[src/rtl/dct_mac_pkg.sv]
// Shared definitions for the DCT multiply-accumulate units.
// Holds the round/overflow mode constants and the width helpers. Every dct_unit
// instance uses these helpers to size its product and accumulator paths.
package dct_mac_pkg;

  // Rounding mode applied when the coefficient fraction bits are removed.
  localparam int unsigned ROUND_TRUNC   = 0;  // arithmetic shift (floor)
  localparam int unsigned ROUND_HALF_UP = 1;  // round half toward +inf

  // Handling of results outside the signed output range.
  localparam int unsigned OVF_WRAP = 0;  // keep the low OUT_W bits
  localparam int unsigned OVF_SAT  = 1;  // clamp to the signed limits

  // Full-precision signed product width.
  function automatic int unsigned prod_width(input int unsigned data_w,
                                             input int unsigned coef_w);
    return data_w + coef_w;
  endfunction

  // Accumulator width: one product plus headroom for summing taps products.
  function automatic int unsigned acc_width(input int unsigned data_w,
                                            input int unsigned coef_w,
                                            input int unsigned taps);
    return prod_width(data_w, coef_w) + $clog2(taps);
  endfunction

  // Working width inside round/saturate. It must hold the rounding carry out
  // of the accumulator and also both OUT_W signed limits.
  function automatic int unsigned rs_width(input int unsigned acc_w,
                                           input int unsigned out_w);
    return ((acc_w > out_w) ? acc_w : out_w) + 2;
  endfunction

endpackage

[src/rtl/dct_mac_round_sat.sv]
// Round / saturate stage of the DCT MAC (purely combinational).
// Ports:
//   sum - accumulated dot product, ACC_W bits, signed, FRAC_BITS fraction bits
//   res - rounded result, OUT_W bits, signed (clamped or wrapped per SAT)
//   ovf - the shifted value lies outside the OUT_W signed range
module dct_mac_round_sat
  import dct_mac_pkg::*;
#(
  parameter int unsigned ACC_W     = 27,
  parameter int unsigned OUT_W     = 12,
  parameter int unsigned FRAC_BITS = 11,
  parameter int unsigned ROUND     = ROUND_HALF_UP,
  parameter int unsigned SAT       = OVF_SAT
) (
  input  logic signed [ACC_W-1:0] sum,
  output logic signed [OUT_W-1:0] res,
  output logic                    ovf
);

  localparam int unsigned EXT_W = rs_width(ACC_W, OUT_W);

  localparam logic signed [EXT_W-1:0] MaxOut = {{(EXT_W-OUT_W+1){1'b0}}, {(OUT_W-1){1'b1}}};
  localparam logic signed [EXT_W-1:0] MinOut = {{(EXT_W-OUT_W+1){1'b1}}, {(OUT_W-1){1'b0}}};
  localparam logic signed [EXT_W-1:0] Half   = {{(EXT_W-1){1'b0}}, 1'b1} << (FRAC_BITS - 1);
  localparam logic signed [EXT_W-1:0] RoundAdd = (ROUND == ROUND_HALF_UP) ? Half : '0;

  logic signed [EXT_W-1:0] sum_ext;
  logic signed [EXT_W-1:0] rounded;
  logic signed [EXT_W-1:0] shifted;

  always_comb begin
    sum_ext = {{(EXT_W-ACC_W){sum[ACC_W-1]}}, sum};
    rounded = sum_ext + RoundAdd;
    shifted = rounded >>> FRAC_BITS;
    ovf     = (shifted > MaxOut) || (shifted < MinOut);
    if ((SAT == OVF_SAT) && ovf) begin
      res = shifted[EXT_W-1] ? MinOut[OUT_W-1:0] : MaxOut[OUT_W-1:0];
    end else begin
      res = shifted[OUT_W-1:0];
    end
  end

endmodule

[src/rtl/dct_mac_pipe.sv]
// Pipelined multiply-accumulate for the forward-DCT datapath.
// It takes one sample/coefficient pair per cycle and accumulates TAPS products
// into one dot product. The result is rounded and saturated, then held in an
// output register behind a valid/ready handshake with full back-pressure.
// Ports:
//   clk, rst_n          - clock, asynchronous active-low reset
//   ena                 - global clock enable (output handshake ignores it)
//   clr                 - synchronous abort of partial accumulation / in-flight taps
//   in_valid/in_ready   - tap handshake; in_data/in_coef signed operands
//   out_valid/out_ready - result handshake; out_data signed result, out_ovf overflow
module dct_mac_pipe
  import dct_mac_pkg::*;
#(
  parameter int unsigned DATA_W    = 12,
  parameter int unsigned COEF_W    = 12,
  parameter int unsigned TAPS      = 8,
  parameter int unsigned OUT_W     = 12,
  parameter int unsigned FRAC_BITS = 11,
  parameter int unsigned ROUND     = ROUND_HALF_UP,
  parameter int unsigned SAT       = OVF_SAT
) (
  input  logic                     clk,
  input  logic                     rst_n,
  input  logic                     ena,
  input  logic                     clr,
  input  logic                     in_valid,
  output logic                     in_ready,
  input  logic signed [DATA_W-1:0] in_data,
  input  logic signed [COEF_W-1:0] in_coef,
  output logic                     out_valid,
  input  logic                     out_ready,
  output logic signed [OUT_W-1:0]  out_data,
  output logic                     out_ovf
);

  localparam int unsigned PROD_W = prod_width(DATA_W, COEF_W);
  localparam int unsigned ACC_W  = acc_width(DATA_W, COEF_W, TAPS);
  localparam int unsigned TAP_W  = $clog2(TAPS);
  localparam logic [TAP_W-1:0] LastTap = TAP_W'(TAPS - 1);

  // Low while in reset and for the first edge after release, so in_ready
  // reads 0 under reset without a combinational path from rst_n.
  logic run_q;

  logic [TAP_W-1:0]         tap_idx_q, tap_idx_d;
  // Stage 1: captured operands
  logic                     s1_valid_q, s1_valid_d;
  logic                     s1_last_q, s1_last_d;
  logic signed [DATA_W-1:0] s1_data_q, s1_data_d;
  logic signed [COEF_W-1:0] s1_coef_q, s1_coef_d;
  // Stage 2: full-precision product
  logic                     s2_valid_q, s2_valid_d;
  logic                     s2_last_q, s2_last_d;
  logic signed [PROD_W-1:0] mult_res_q, mult_res_d;
  // Stage 3: accumulator and output register
  logic signed [ACC_W-1:0]  acc_q, acc_d;
  logic                     out_valid_q, out_valid_d;
  logic signed [OUT_W-1:0]  out_data_q, out_data_d;
  logic                     out_ovf_q, out_ovf_d;

  logic                     advance;
  logic                     flush;
  logic signed [PROD_W-1:0] prod;
  logic signed [ACC_W-1:0]  sum;
  logic signed [OUT_W-1:0]  rs_res;
  logic                     rs_ovf;

  assign advance = run_q & ena & (~out_valid_q | out_ready) & ~clr;
  assign flush   = ena & clr;

  assign prod = s1_data_q * s1_coef_q;
  assign sum  = acc_q + {{(ACC_W-PROD_W){mult_res_q[PROD_W-1]}}, mult_res_q};

  dct_mac_round_sat #(
    .ACC_W    (ACC_W),
    .OUT_W    (OUT_W),
    .FRAC_BITS(FRAC_BITS),
    .ROUND    (ROUND),
    .SAT      (SAT)
  ) u_round_sat (
    .sum(sum),
    .res(rs_res),
    .ovf(rs_ovf)
  );

  always_comb begin
    tap_idx_d   = tap_idx_q;
    s1_valid_d  = s1_valid_q;
    s1_last_d   = s1_last_q;
    s1_data_d   = s1_data_q;
    s1_coef_d   = s1_coef_q;
    s2_valid_d  = s2_valid_q;
    s2_last_d   = s2_last_q;
    mult_res_d  = mult_res_q;
    acc_d       = acc_q;
    out_valid_d = out_valid_q;
    out_data_d  = out_data_q;
    out_ovf_d   = out_ovf_q;

    // Consumption of the held result; a new final result below overrides it.
    if (out_valid_q && out_ready) begin
      out_valid_d = 1'b0;
    end

    if (flush) begin
      // A result already in the output register is kept.
      tap_idx_d  = '0;
      s1_valid_d = 1'b0;
      s2_valid_d = 1'b0;
      acc_d      = '0;
    end else if (advance) begin
      s1_valid_d = in_valid;
      if (in_valid) begin
        s1_data_d = in_data;
        s1_coef_d = in_coef;
        s1_last_d = (tap_idx_q == LastTap);
        tap_idx_d = (tap_idx_q == LastTap) ? '0 : tap_idx_q + 1'b1;
      end

      s2_valid_d = s1_valid_q;
      s2_last_d  = s1_last_q;
      if (s1_valid_q) begin
        mult_res_d = prod;
      end

      if (s2_valid_q) begin
        if (s2_last_q) begin
          acc_d       = '0;
          out_valid_d = 1'b1;
          out_data_d  = rs_res;
          out_ovf_d   = rs_ovf;
        end else begin
          acc_d = sum;
        end
      end
    end
  end

  always_ff @(posedge clk or negedge rst_n) begin
    if (!rst_n) begin
      run_q       <= 1'b0;
      tap_idx_q   <= '0;
      s1_valid_q  <= 1'b0;
      s1_last_q   <= 1'b0;
      s1_data_q   <= '0;
      s1_coef_q   <= '0;
      s2_valid_q  <= 1'b0;
      s2_last_q   <= 1'b0;
      mult_res_q  <= '0;
      acc_q       <= '0;
      out_valid_q <= 1'b0;
      out_data_q  <= '0;
      out_ovf_q   <= 1'b0;
    end else begin
      run_q       <= 1'b1;
      tap_idx_q   <= tap_idx_d;
      s1_valid_q  <= s1_valid_d;
      s1_last_q   <= s1_last_d;
      s1_data_q   <= s1_data_d;
      s1_coef_q   <= s1_coef_d;
      s2_valid_q  <= s2_valid_d;
      s2_last_q   <= s2_last_d;
      mult_res_q  <= mult_res_d;
      acc_q       <= acc_d;
      out_valid_q <= out_valid_d;
      out_data_q  <= out_data_d;
      out_ovf_q   <= out_ovf_d;
    end
  end

  assign in_ready  = advance;
  assign out_valid = out_valid_q;
  assign out_data  = out_data_q;
  assign out_ovf   = out_ovf_q;

endmodule

[config.mk]
export PLATFORM = sky130hd
export DESIGN_NAME = dct_mac_pipe
export DESIGN_NICKNAME = d
export VERILOG_FILES = /design/src/rtl/dct_mac_pkg.sv /design/src/rtl/dct_mac_round_sat.sv /design/src/rtl/dct_mac_pipe.sv
export SDC_FILE = /design/constraint.sdc
export NUM_CORES = 1
export LEC_CHECK = 0
export CORE_ASPECT_RATIO = 0.75
export CORE_MARGIN = 1
export CORE_UTILIZATION = 50
export DETAILED_ROUTE_END_ITERATION = 10
export PLACE_DENSITY = 0.68
export SLEW_MARGIN = 5
export SYNTH_ARGS = -nofsm -noshare
export SYNTH_HDL_FRONTEND = slang
export SYNTH_SLANG_ARGS = --single-unit
[constraint.sdc]
create_clock -name clk -period 7 [get_ports clk]
set_input_delay 1.05 -clock clk [delete_from_list [all_inputs] [get_ports clk]]
set_output_delay 1.05 -clock clk [all_outputs]
set_load 0.01 [all_outputs]
==> flow_summary.json <==
{
  "timing.rr.end": "mult_res_q[22]",
  "synthesis.nets": 1449,
  "n_antenna_cell": 0,
  "num_vias": 8174,
  "clk_pin_slew_ns": 0.08,
  "dpl.cell_count": 1491,
  "period_share_pct": 84.2,
  "layout.nets": 1457,
  "worst_pin_slew_ns": 1.21,
  "use_met2_pct": 33.9,
  "clock_skew_ns": 0.0142,
  "synth_top_area_share_pct": 24.7,
  "status": "finished, final reports clean",
  "cp.arrival_ns": 6.14,
  "post_cts_resized": 0,
  "cap_violations": 0,
  "use_met3_pct": 3.46,
  "clockBufferDepth": 2,
  "synth.most_common_cell": "inv_1",
  "portBuffers": 44,
  "gr-usage-met1_pct": 34.6,
  "h-tree-depth": 3,
  "place_congestion": 0.870,
  "required_ns": 7.25,
  "clk-insertion-delay-late_ns": 0.38,
  "cts-root-buf": "clkbuf_16",
  "ys_top_cells_by_area": "fa_1 25%, dfrtp_1 22%, ha_1 8.9%, inv_1 6.4%, nand2_1 5.2%",
  "grt_overflow_total": 0,
  "cts_setup_buffers": 0,
  "fp-row-count": 47,
  "ys_seq_area_share_pct": 21.6,
  "hold-path-endpoint": "acc_q[8]",
  "die-area_mm2": 0.0231,
  "dieWidth_um": 175,
  "post-place-ws_ns": 1.18,
  "fin_util_pct": 55.2,
  "syn-cell-area_mm2": 0.0113,
  "yosysUniqueCellTypes": 88,
  "pin_count": 45,
  "path_max_fanout": 13,
  "antenna_found_initial": 0,
  "grt_pass1_wl_mm": 41.4,
  "hold_violations": 0,
  "drt-pass1-iter-count": 5,
  "final.setup.tns_ns": 0,
  "ys_ff_latch": 97,
  "avgSynthCellArea_um2": 9.38,
  "synth_edf_count": 0,
  "stdcell_count": 1507,
  "crit_path_end_kind": "flip-flop",
  "grt_pass1_vias": 8324,
  "grt_max_degree": 53,
  "dp_hpwl_mm": 18.8,
  "async_flop_share_pct": 100,
  "setup_ws_ns": 1.11,
  "cts_sinks": 97,
  "crit-reg2reg-launch": "s1_data_q[5]",
  "hp-class": "flip-flop to flip-flop",
  "grt_usage_pct": 22.7,
  "cts_tree": "done",
  "post-route-min-period_ns": 5.89,
  "finalWirelength_mm": 23.8,
  "worstHoldPathCells": 2,
  "hold_buffers": 0,
  "drv_slew": 0,
  "busiest_layer": "met1",
  "cts_buffers": 9,
  "vias_per_cell": 5.42,
  "drc": 0,
  "yosysWarnings": 0,
  "r2r_setup_slack_ns": 1.11,
  "ys.flop_type": "dfrtp_1",
  "wire_per_inst_um": 15.8,
  "relSlewSlack_pct": 16.9,
  "layout-area-overhead-vs-synth_pct": 8.21,
  "postRouteAntennaNets": 0,
  "die_h_um": 132,
  "min_from": "acc_q[8]",
  "core_area_mm2": 0.0221,
  "rsz0062_at_grt": "false",
  "layout-drive-gt1-share_pct": 7.75,
  "worstSetupPathType": "flip-flop to flip-flop",
  "max_freq_mhz": 170,
  "report.final.setup_viol": 0,
  "ys_top_cells_by_count": "192 x inv_1, 155 x nand2_1, 139 x fa_1",
  "r2r_cells": 20,
  "first_iter_violations": 485,
  "start_util_pct": 51.0,
  "synthCells": 1200,
  "synth_top_area_cell": "fa_1",
  "critPathLaunchType": "flip-flop"
}
## per-layer routing
layer  part of all wire [%]  wire length (µm)  vias to the layer above
met4                    1.2               284                        0
met3                    4.4              1050                       19
li1                       -                 -                     3929
met5                      0                 0                        -
met2                     44             10500                      165
met1                     50             11900                     4061
## registers in the layout, indices dropped and copies added, names as in the netlist, 3 cells and up
signal / flops
acc_q: 27
tap_idx_q: 3
mult_res_q: 24
out_data: 12
s1_coef_q: 12
s1_data_q: 12
## cells in the final DEF, fill, tap and decap left out, types with 33 or more instances in the layout
master and n:
nand2_1 155, xnor2_1 33, dfrtp_1 97, clkdlybuf4s50_1 43
fa_1 139, nor2_1 41, ha_1 80, inv_1 192
and2_1 66, o21ai_0 58
## how the worst max path moves through the flow
stage                   from        endpoint  depth (start not counted)
2_1_floorplan   s1_coef_q[0]  mult_res_q[22]                         20
3_3_place_gp   s1_coef_q[11]  mult_res_q[22]                         19
3_5_place_dp    s1_coef_q[0]  mult_res_q[22]                         19
4_1_cts         s1_data_q[5]  mult_res_q[22]                         20
5_1_grt         s1_coef_q[2]  mult_res_q[22]                         21
6_report        s1_data_q[5]  mult_res_q[22]                         20
## area by class of cell
| type | instances | area, µm² |
|---|---|---|
| Multi-Input combinational cell | 860 | 7900 |
| Clock buffer | 9 | 225 |
| Fill cell | 1973 | 9880 |
| Clock inverter | 7 | 71.3 |
| Timing Repair Buffer | 48 | 468 |
| Inverter | 192 | 721 |
| Tap cell | 294 | 368 |
| Sequential cell | 97 | 2430 |
## critical path, cell delays in order (launching register included)
cell and delay, ns:
dfrtp_1 0.63, nand2_1 0.15, fa_1 0.56, inv_1 0.04, ha_1 0.28, inv_1 0.06
fa_1 0.52, fa_1 0.44, fa_1 0.54, inv_1 0.04, ha_1 0.32, a21oi_1 0.20
o21ai_0 0.13, a21oi_1 0.25, o21ai_0 0.21, a211oi_1 0.37, o31ai_1 0.20, or4_1 0.43
a31oi_1 0.22, xnor2_1 0.13, o21ai_0 0.08
## per-stage QoR
step	instance area [µm²]	hold slack [ns]
global route	12200	0.507
finish	12200	0.494
CTS	12200	0.493
global placement	11900	0.467
floorplan	11300	0.453
detailed placement	11900	0.474
## kinds of logic after synthesis
group	synth area share, %
compound gates	13.2
xor+xnor	4.50
fa+ha+maj	33.6
buf+inv	8.29
flops	21.6
mux	3.29
other cells	0.0333
simple gates	15.5
Power is not shown: default switching activity piles up to over one toggle a cycle in this logic, so the estimate is an artifact.
